File: src/rtl/avg_frame_tx.sv
// Buffers window averages from the sample averager in a small FIFO and sends each
// one as a 4-byte frame (header, then three data bytes MSB first) on a valid/ready byte stream.
module avg_frame_tx #(
   parameter int          DATA_OUT_WIDTH = 21,
   parameter int          FIFO_DEPTH     = 8,
   parameter logic [7:0]  HDR_BYTE       = 8'hA5
) (
   input  logic                            clk,
   input  logic                            rst,
   input  logic                            i_avg_valid,
   input  logic [DATA_OUT_WIDTH-1:0]       i_average,
   output logic [7:0]                      o_tx_data,
   output logic                            o_tx_valid,
   input  logic                            i_tx_ready,
   output logic [$clog2(FIFO_DEPTH):0]     o_fifo_count,
   output logic                            o_overflow,
   output logic                            o_busy
);

   localparam int AW = $clog2(FIFO_DEPTH);
   localparam int CW = AW + 1;
   localparam logic [CW-1:0] DEPTH_C = CW'(FIFO_DEPTH);

   typedef enum logic [2:0] {
      ST_IDLE,
      ST_HDR,
      ST_B2,
      ST_B1,
      ST_B0
   } state_t;

   state_t                    state, next_state;
   logic [DATA_OUT_WIDTH-1:0] mem [FIFO_DEPTH];
   logic [AW-1:0]             wr_ptr, rd_ptr;
   logic [CW-1:0]             fifo_count;
   logic [23:0]               frame_reg;
   logic [23:0]               head_ext;
   logic [7:0]                tx_data, next_data;
   logic                      tx_valid, next_valid;
   logic                      overflow;
   logic                      pop, push, handshake;

   assign handshake = tx_valid && i_tx_ready;
   // A pop in the same cycle frees a slot, so a full FIFO still accepts the write.
   assign push = i_avg_valid && ((fifo_count < DEPTH_C) || pop);

   always_comb begin
      head_ext                     = '0;
      head_ext[DATA_OUT_WIDTH-1:0] = mem[rd_ptr];
   end

   // NOTE: every signal driven here gets a default first, so no path can infer a latch.
   always_comb begin
      next_state = state;
      next_data  = tx_data;
      next_valid = tx_valid;
      pop        = 1'b0;
      case (state)
         ST_IDLE: begin
            next_valid = 1'b0;
            if (fifo_count != '0) begin
               pop        = 1'b1;
               next_state = ST_HDR;
               next_valid = 1'b1;
               next_data  = HDR_BYTE;
            end
         end
         ST_HDR: if (handshake) begin
            next_state = ST_B2;
            next_data  = frame_reg[23:16];
         end
         ST_B2: if (handshake) begin
            next_state = ST_B1;
            next_data  = frame_reg[15:8];
         end
         ST_B1: if (handshake) begin
            next_state = ST_B0;
            next_data  = frame_reg[7:0];
         end
         ST_B0: if (handshake) begin
            if (fifo_count != '0) begin
               pop        = 1'b1;
               next_state = ST_HDR;
               next_data  = HDR_BYTE;
            end else begin
               next_state = ST_IDLE;
               next_valid = 1'b0;
            end
         end
         default: begin
            next_state = ST_IDLE;
            next_valid = 1'b0;
         end
      endcase
   end

   // NOTE: sequential state uses non-blocking assignments so every register samples pre-edge values.
   always_ff @(posedge clk) begin
      if (rst) begin
         state      <= ST_IDLE;
         tx_data    <= '0;
         tx_valid   <= 1'b0;
         frame_reg  <= '0;
         wr_ptr     <= '0;
         rd_ptr     <= '0;
         fifo_count <= '0;
         overflow   <= 1'b0;
      end else begin
         state    <= next_state;
         tx_data  <= next_data;
         tx_valid <= next_valid;
         if (pop) begin
            frame_reg <= head_ext;
            rd_ptr    <= rd_ptr + AW'(1);
         end
         if (push)
            wr_ptr <= wr_ptr + AW'(1);
         if (push && !pop)
            fifo_count <= fifo_count + CW'(1);
         else if (pop && !push)
            fifo_count <= fifo_count - CW'(1);
         if (i_avg_valid && !push)
            overflow <= 1'b1;
      end
   end

   // NOTE: the storage array has no reset; pointers and count define which entries are valid.
   always_ff @(posedge clk) begin
      if (push)
         mem[wr_ptr] <= i_average;
   end

   assign o_tx_data    = tx_data;
   assign o_tx_valid   = tx_valid;
   assign o_fifo_count = fifo_count;
   assign o_overflow   = overflow;
   assign o_busy       = (state != ST_IDLE);

endmodule
File: config.mk
export PLATFORM = sky130hd
export DESIGN_NAME = avg_frame_tx
export DESIGN_NICKNAME = d
export VERILOG_FILES = /design/src/rtl/avg_frame_tx.sv
export SDC_FILE = /design/constraint.sdc
export NUM_CORES = 1
export LEC_CHECK = 0
export ABC_AREA = 1
export CAP_MARGIN = 5
export CORE_MARGIN = 8
export CORE_UTILIZATION = 35
export DETAILED_ROUTE_END_ITERATION = 10
export PLACE_DENSITY_LB_ADDON = 0.3
export SYNTH_ARGS = -nofsm -noshare
export SYNTH_HDL_FRONTEND = slang
export SYNTH_SLANG_ARGS = --single-unit
File: constraint.sdc
create_clock -name clk -period 2.7 [get_ports clk]
set_input_delay 0.405 -clock clk [delete_from_list [all_inputs] [get_ports clk]]
set_output_delay 0.405 -clock clk [all_outputs]
set_load 0.01 [all_outputs]
After elaboration in Yosys (flattened, before gate mapping)
Memories as Yosys holds them, arrays and structs flattened. A register that Yosys moved wholly into a read port is not among the register bits.
Cells that the tools add are included.
Widths: inputs -> output; s select.

storage, ports and cells
  output and inout bits = 15
  memories kept = 1
  register bits = 23
  input port bits = 25
  bits in writable memories = 168

memory list
  memory  words  bits a word  read ports  clocked after memory_dff  write ports  line  RTL
  mem     8      21           1           1                         1            33    logic [DATA_OUT_WIDTH-1:0] mem [FIFO_DEPTH];

operators by class
  bitwise logic cells = 1
  add/sub/neg operators = 4
  reductions and logical operators = 17
  magnitude comparators = 1
  muxes and demuxes = 23
  equal/unequal tests = 10

operators by type and width
  kind                 count
  $mux 8               5
  $pmux 8 s5           1
  $mux 3               5
  $pmux 3 s5           1
  $ne 2x2->1 const B   6
  $reduce_and 5->1     2
  $mux 4               2
  $mux 1               7
  $add 3x1->3 const B  2
  $eq 3x2->1 const B   2
  $logic_and 1x1->1    5
  $reduce_bool 5->1    1
  $add 4x1->4 const B  1
  $lt 4x4->1 const B   1
  $reduce_bool 4->1    1
  $sub 4x1->4 const B  1
  $eq 3x1->1 const B   1
  $eq 3x3->1 const B   1
  $logic_not 3->1      1
  $pmux 1 s3           1
  $reduce_and 3->1     1
  $reduce_bool 3->1    1
  $reduce_or 3->1      1
  $logic_not 1->1      2
  4 further kinds      4

Depth between registers and ports, before layout
  word-level depth = 10
  depth in mapped cells = 17

Worst setup path before layout
OpenSTA, ideal clock, no wires.

  path kind = reg-to-reg
  start point = register fifo_count[3], in the netlist o_fifo_count[3]
  end point = memory mem[6][0], enable pin
  path slack = -0.160 ns
  clock period less this slack = 2.860 ns
  stages on the path, launching flop included = 8
  setup time = 0.426 ns
  buffers on the path = 1
  arrival time = 2.435 ns
  data required time = 2.274 ns
  path through = dfxtp_1 buf_6 nor2_2 nand2_2 nand3_4 nand2_2 nand2_1 nor3_1

on the way
  word-level cells in the longest chain between the ends = 8
  elaborated cells between the ends (all ways) = 9
  those cells by class = order compare: 1; mux: 5; reduce/logical: 3

ends and longest elaborated chain
  what                              line    RTL
  start, declared                   35      logic [CW-1:0] fifo_count;
  start signal, assigned            119     fifo_count <= fifo_count + CW'(1);
  start signal, assigned            121     fifo_count <= fifo_count - CW'(1);
  $reduce_bool 4->1                 61, 81
  $mux 1                            61, 81
  $mux 1                            80      ST_B0: if (handshake) begin
  $pmux 1 s2                        58      case (state)
  $logic_or 1x1->1 (*)              45      assign push = i_avg_valid && ((fifo_count < DEPTH_C) || pop);
  $logic_and 1x1->1 (*)             45
  $mux 1 (*)                        129     if (push)
  $mux 1 (implied by the code) (*)  130     mem[wr_ptr] <= i_average;
  end, declared                     33

Every way passes the cells marked *; elsewhere a longest branch is shown, timed or not.

Final worst setup path
  start point = register state[0]
  end point = output port o_busy

on the way
  word-level cells in the longest chain between the ends = 1

ends and longest elaborated chain
  what                    line  RTL
  start, declared         32    state_t state, next_state;
  start signal, assigned  109   state <= next_state;
  $reduce_bool 3->1       137   assign o_busy = (state != ST_IDLE);
  end, declared           17    output logic o_busy

No other way between the ends.

==> qor.yml <==
outcome: "finished clean"
critPathSlowestCell: "clkdlybuf4s50_1"
drive_gt1_share_pct: 10.4
drt_wl_total_um: 19900
slew_viol_final: 0
grt_pass1_vias: 5838
clock_latency_ns: 0.53
hp-start: "o_overflow$_SDFFE_PP0P_"
synth.area.top_cells: "edfxtp_1, nand2_1, dfxtp_1"
vias: 5888
grt_max_degree: 86
slew_headroom_pct: 35.0
wl_per_cell_um: 16.1
arrival_ns: 1.81
synthFlopType: "edfxtp_1"
chipHeight_um: 175
dp_cells: 1194
cp_top_family: "buffers and inverters"
path_max_fanout: 5
hold_class: "reg -> reg"
syn_inst: 839
dieArea_um2: 30500
cts_buffers: 24
setup_viol: 0
nets: 921
tightestPinTransition_ns: 0.973
grt_pass1_wl_um: 32500
dpl_cell_area_um2: 9680
whs_path_depth: 2
drtIter0Drc: 520
rrSetupSlack_ns: 0.64
clk_pin_slew_ns: 0.06
p_leak_uw: 0.00400
synth_area_leader_cell: "edfxtp_1"
fmax_ghz: 0.451
area_growth_pct: 18.2
grt.overflow.total: 0
required_ns: 2.30
syn-cell-area_um2: 8810
io-pin-count: 40
syn_area_per_cell_um2: 10.5
synth_warnings: 0
hold_violations: 0
via_per_inst: 4.76
yosysSeqAreaShare_pct: 67.3
r2r_end: "o_fifo_count[3]$_SDFFE_PP0P_"
grt_usage_pct: 13.3
cts_tree: "yes"
antenna_found_initial: 0
start_kind: "flip-flop"
std_cell_rows: 58
worstSetupPathType: "reg -> out"
clockBufferDepth: 3
drv_cap: 0
reg2reg_from: "o_fifo_count[1]$_SDFFE_PP0P_"
power_density_nw_per_um2: 990
yosysTopAreaCellShare_pct: 57.3
clock_skew_ns: 0.0253
die_w_um: 175
synth.top_cells.by_count: "nand2_1, edfxtp_1, nand3_1"
cts_resized: 0
max-vdd-ir-drop_v: 0.000600
synth_edf_count: 168
r2r_cells: 16
min_period_over_period_pct: 82.1
min_to: "o_overflow$_SDFFE_PP0P_"
clock_sinks: 212
cp_slowest_stage_delay_ns: 0.53
hpwlAfterDp_um: 12000
rsz0062_at_grt: "false"
io_buffer_count: 39
crit_buf_inv: 3
crit_path_end_kind: "output pin"
dr.pass1.iters: 5
synth_fp_nets: 870
start_util_pct: 35.3
drcViolationCount: 0
fin_util_pct: 41.7
cp_common_cell: "inv_1"
fin_setup_tns_ns: 0
fin_cells: 1238
n_antenna_cell: 0
whs_ns: 0.459
min_period_ns: 2.22
gp_congestion: 0.781
core-area_um2: 25000
ys_async_sr_fraction_pct: 0
largest_reg_flops: 168
path_cells: "inv_1 -> nand2_1 -> nor2_1 -> inv_1 -> clkdlybuf4s50_1"
synth_cell_types: 29
ant_nets: 0
synth_seq_cells: 212
postCtsHoldBufs: 0
synth.most_common_cell: "nand2_1"
root_buffer: "clkbuf_16"
fin_area_um2: 10400
post_cts_buffers: 0
htreeDepth: 1
## power by group
group          switching [uW]  internal (uW)
Combinational            2120           1130
Clock                    1250           1730
Sequential                177           3900
## worst max-delay path by stage
stage / start / endpoint / slack [ns] / cells past startpoint
finish: state[0]$_SDFFE_PP0P_ / o_busy / 0.48 / 5
global placement: i_tx_ready / o_fifo_count[3]$_SDFFE_PP0P_ / 0.16 / 17
global route: state[0]$_SDFFE_PP0P_ / o_busy / 0.33 / 5
detailed placement: i_tx_ready / o_fifo_count[3]$_SDFFE_PP0P_ / 0.14 / 17
CTS: state[0]$_SDFFE_PP0P_ / o_busy / 0.46 / 5
floorplan: o_fifo_count[3]$_SDFFE_PP0P_ / mem[6][0]$_DFFE_PP_ / -0.16 / 7
## cells by family after synthesis
family                   Yosys count  synth area share (%)
adder cells (fa/ha/maj)            6                 0.937
XOR/XNOR                           4                 0.398
buffers and inverters            118                  5.88
AND/OR/NAND/NOR                  444                  21.8
flip-flops                       212                  67.3
AO/OA/AOI/OAI                     55                  3.71
## cells in the final DEF (no fill, tap or decap), types with 2 or more instances in the layout
master	count
nand2_1	235
edfxtp_1	168
nand3_1	162
inv_1	73
dfxtp_1	43
clkdlybuf4s50_1	39
nor2_1	28
a21oi_1	25
buf_4	25
clkbuf_16	24
a21oi_2	13
o21ai_0	12
clkbuf_1	10
nor2_2	7
ha_1	5
nand2_2	4
nor3_2	4
o21ai_1	4
buf_12	4
clkinv_1	3
xor2_1	3
clkinv_2	3
clkbuf_8	2
## final cells by class
type / count / area, um2
Tap cell: 330 / 413
Timing Repair Buffer: 68 / 658
Inverter: 75 / 282
Clock inverter: 7 / 61.3
Multi-Input combinational cell: 509 / 2400
Fill cell: 2424 / 14600
Clock buffer: 37 / 673
Sequential cell: 212 / 5930
## routing by layer
| metal | global-route usage, % | wire, um |
|---|---|---|
| met4 | 4.06 | 480 |
| met1 | 17.9 | 9290 |
| met3 | 2.27 | 954 |
| met2 | 21.4 | 9210 |
| met5 | 0 | 0 |
## per-stage QoR
step | power, uW | setup WS, ns
after floorplan | 6400 | -0.160
after global placement | 7390 | 0.159
after detailed placement | 7420 | 0.141
after CTS | 10400 | 0.459
after global routing | 11000 | 0.333
final | 10300 | 0.483
## tightest hold or removal path, delay by kind of cell, from the launching register on
| family | cells | cell delay [ns] |
|---|---|---|
| buffers and inverters | 1 | 0.04 |
| AO/OA/AOI/OAI | 1 | 0.06 |
| flip-flops | 1 | 0.31 |
Note: power is estimated with default switching activity, not from simulation.
